===== src/rtl/jk_reg_bank.sv =====
// Bank of WIDTH JK flip-flops whose shared storage can also act as an up/down
// counter or a left shift register, selected by mode. q and qb are registered together.
module jk_reg_bank #(
  parameter int WIDTH = 4,
  parameter logic [WIDTH-1:0] RESET_VAL = '0
) (
  input  logic             clk,
  input  logic             rst,
  input  logic             en,
  input  logic [1:0]       mode,
  input  logic [WIDTH-1:0] j,
  input  logic [WIDTH-1:0] k,
  output logic [WIDTH-1:0] q,
  output logic [WIDTH-1:0] qb,
  output logic             tc,
  output logic             so
);

  localparam logic [1:0] MODE_JK   = 2'b00;
  localparam logic [1:0] MODE_UP   = 2'b01;
  localparam logic [1:0] MODE_DOWN = 2'b10;
  localparam logic [1:0] MODE_SHL  = 2'b11;

  logic [WIDTH-1:0] q_q, qb_q;
  logic [WIDTH-1:0] q_d;
  logic [WIDTH-1:0] ones_below, zeros_below;

  // Ripple prefix AND/NOR gives each bit its counter toggle enable.
  always_comb begin
    ones_below     = '0;
    zeros_below    = '0;
    ones_below[0]  = 1'b1;
    zeros_below[0] = 1'b1;
    for (int i = 1; i < WIDTH; i++) begin
      ones_below[i]  = ones_below[i-1] & q_q[i-1];
      zeros_below[i] = zeros_below[i-1] & ~q_q[i-1];
    end
  end

  always_comb begin
    q_d = q_q;
    if (en) begin
      case (mode)
        MODE_JK: begin
          for (int i = 0; i < WIDTH; i++) begin
            case ({j[i], k[i]})
              2'b01:   q_d[i] = 1'b0;
              2'b10:   q_d[i] = 1'b1;
              2'b11:   q_d[i] = ~q_q[i];
              default: q_d[i] = q_q[i];
            endcase
          end
        end
        MODE_UP:   q_d = q_q ^ ones_below;
        MODE_DOWN: q_d = q_q ^ zeros_below;
        MODE_SHL:  q_d = {q_q[WIDTH-2:0], j[0]};
        default:   q_d = q_q;
      endcase
    end
  end

  always_ff @(posedge clk) begin
    if (rst) begin
      q_q  <= RESET_VAL;
      qb_q <= ~RESET_VAL;
    end else begin
      q_q  <= q_d;
      qb_q <= ~q_d;
    end
  end

  always_comb begin
    tc = 1'b0;
    if (!rst && en) begin
      if (mode == MODE_UP)   tc = &q_q;
      if (mode == MODE_DOWN) tc = ~|q_q;
    end
  end

  assign q  = q_q;
  assign qb = qb_q;
  assign so = q_q[WIDTH-1];

endmodule


===== config.mk =====
export PLATFORM = sky130hd
export DESIGN_NAME = jk_reg_bank
export DESIGN_NICKNAME = d
export VERILOG_FILES = /design/src/rtl/jk_reg_bank.sv
export SDC_FILE = /design/constraint.sdc
export NUM_CORES = 1
export LEC_CHECK = 0
export ABC_AREA = 1
export CORE_AREA = 2 2 39 41
export CTS_CLUSTER_SIZE = 12
export DETAILED_ROUTE_END_ITERATION = 10
export DIE_AREA = 0 0 41 43
export HOLD_SLACK_MARGIN = 0.15
export PLACE_DENSITY = 0.83
export SYNTH_ARGS = -nofsm -noshare
export SYNTH_HDL_FRONTEND = slang
export SYNTH_SLANG_ARGS = --single-unit

===== constraint.sdc =====
create_clock -name clk -period 1.9 [get_ports clk]
set_clock_uncertainty 0.1 [all_clocks]
set_input_delay 0.285 -clock clk [delete_from_list [all_inputs] [get_ports clk]]
set_output_delay 0.285 -clock clk [all_outputs]
set_load 0.01 [all_outputs]

==> results.md <==
* Pwr dens at roughly 560 nW/um^2
* Cell Area, Placed at 886 um^2
* Hold depth at 3
* Total CTS buffers at 3
* CTS max path bufs at 2
* Period utilisation layout at 93.9%
* Top cell type by total area after synthesis: dfxtp_1
* RSZ-0062 raised after global routing: false
* Critical path class: input pin to primary output
* Busiest grt layer: met2
* Worst reg2reg path endpoint: qb[1]
* Ys Warns at 0
* Design Power at 0.518 mW
* CTS tree: built
* DP Worst Slack at -0.640 ns
* Routed Antenna Nets at 0
* Switching fraction of total power at 31.7%
* Vias in the first global route at around 660
* Die height at 43 um
* Worst slew pin tran at around 0.23 ns
* Worst Path Max Fanout at 4
* Slew headroom at approximately 84%
* FF+latch count, synth at 8
* First-pass GRT wire length at roughly 2500 um
* Outcome: complete, no violations
* Leak at about 0.45 nW
* DR vias at 712
* Starting density of the core at 39.4%
* Avg WL per Cell at around 12 um
* DR vias/cell at 5.05
* Sequential power share at between 30% and 40%
* Detailed Place HPWL at roughly 1300 um
* Yosys cell types at 18
* Hold Path Sink: qb[3]
* Die area at about 1800 um^2
* Clock Latency Late Sink at 0.27 ns
* Most frequent cells in the layout: 26 x nand2_1, 19 x clkdlybuf4s50_1, 17 x buf_4
* Placeable Area at roughly 1400 um^2
* I/O Pins at 23
* Placed cell count at roughly 140
* Clk pwr share at approximately 28%
* Seq/Total Area, Yosys at ~29%
* Placer Congestion at roughly 0.88
* Post-route DRC at 0
* Critical Path End Type: primary output
* Yosys top cell area share at 29.4%
* Finished Layout Cells at ~140
* Finished Core Util at between 60% and 70%
* Met3 usage at between 3 and 4%
* Largest net degree at the start of global routing at 8
* ANT cells at 0
* MaxCap Viol Count at 0
* Final instance area at ~930 um^2
* Largest cells by area after synthesis: dfxtp_1 29%, nand2_1 18%, ha_1 9.2%
* R2R Path Start: q[1]
* Clock Sinks at 8
* Site Rows at 14
* Synth Net Count at approximately 100
* Most common cell after layout, fill and taps aside: nand2_1
* Setup TNS Final at 0 ns
* Die width at 41 um
* VDD IR max at 0.305 mV
* H-tree depth at 1
* Overall Global Routing Usage at 21.3%
* Cells after Synth at 85
* Combinational share of power at a little over a third
* Antenna violations before repair at 0
* Reg2Reg Setup Slack at 0.51 ns
* Final WS setup at approximately 0.12 ns
* Clk slew on worst S/H paths at approximately 0.060 ns
* Final slew viol count at 0
* Number of port buffers at 22
* Worst Path Required at about 1.5 ns
* Final setup fails at 0
* Mapped Area at 546 um^2
* Root Buffer: clkbuf_4
* Worst reg-to-reg path cell count at 10
* Startpoint Class: input pin
* M1 GR Usage at between 20% and 30%
* P&R area growth vs syn at 70.4%
* Hold Slack at between 0.5 and 0.6 ns
* 1st-pass router iterations at 4
* Mean Syn Cell Area at between 6 and 7 um^2
* Pint at around 0.35 mW
* Layout cells sized above 1 at 26.4%
* 1st-iter DRT viols at 29
* Gr ovfl total at 0
* Worst hold-check path type: flop to flop
* Final Hold Fails at 0
* Switching power at around 0.16 mW
* Max frequency at about 0.56 GHz
* Nets at between 100 and 150
* M2 GR Usage at around a third
* CP Data Arrival Time at around 1.4 ns
* Layout fillers at between 100 and 150
* CTS Hold Buffers Added at 0
* Tmin final at ~1.8 ns
* Routed WL at ~1600 um
==> worst max-delay path: stages <==
cell	delay, ns
dlygate4sd2_1	0.25
inv_2	0.06
ha_2	0.17
buf_4	0.13
nand3_2	0.10
a221oi_2	0.24
buf_2	0.16
==> routing by layer <==
metal  vias up  wire length (um)
met5         -                 0
li1        355                 -
met4         0                44
met3         5                85
met1       328               690
met2        24               823
==> logic make-up (layout without fill, tap and decap cells) <==
group	Yosys count	after routing	synth area share (%)
AO/OA/AOI/OAI	18	18	18.8
flip-flops	8	8	29.4
AND/OR/NAND/NOR	39	39	30.7
buffers and inverters	16	56	11.9
adder cells (fa/ha/maj)	4	4	9.17
==> cell usage after synthesis, drive strengths merged <==
cell	number
a221oi	1
inv	14
buf	2
dfxtp	8
ha	4
nor2	2
a22o	1
nand4	1
a21oi	9
o21ai	7
nand2	27
nand3	9
==> power by group through the flow <==
| stage | combinational (mW) | sequential, mW | clock, mW |
|---|---|---|---|
| 3_3_place_gp | 0.174 | 0.193 | 0 |
| 5_1_grt | 0.203 | 0.192 | 0.149 |
| 6_report | 0.185 | 0.191 | 0.142 |
| 2_1_floorplan | 0.0732 | 0.201 | 0 |
| 4_1_cts | 0.184 | 0.190 | 0.139 |
| 3_5_place_dp | 0.179 | 0.194 | 0 |
==> worst max path at each step <==
stage	from	end	slack [ns]	cells past startpoint
4_1_cts	mode[0]	tc	0.13	7
3_5_place_dp	mode[0]	tc	-0.64	7
6_report	mode[0]	tc	0.12	7
3_3_place_gp	mode[0]	tc	-0.60	7
5_1_grt	mode[0]	tc	0.05	7
2_1_floorplan	mode[0]	tc	0.32	5
==> final cells by class <==
type                            count  area, um^2  share of cell area (%)
Timing Repair Buffer               39         340                    36.6
Multi-Input combinational cell     61         334                    35.9
Sequential cell                     8         160                    17.2
Inverter                           14        52.6                    5.65
Clock buffer                        3        22.5                    2.42
Tap cell                           16        20.0                    2.15
==> what timing repair did <==
action / 4_1_cts / 5_1_grt
resized for setup: 11 / 0
endpoints found under the setup margin: 1 / 0
buffers inserted: 2 / 0
Note: power is estimated with default switching activity, not from simulation.
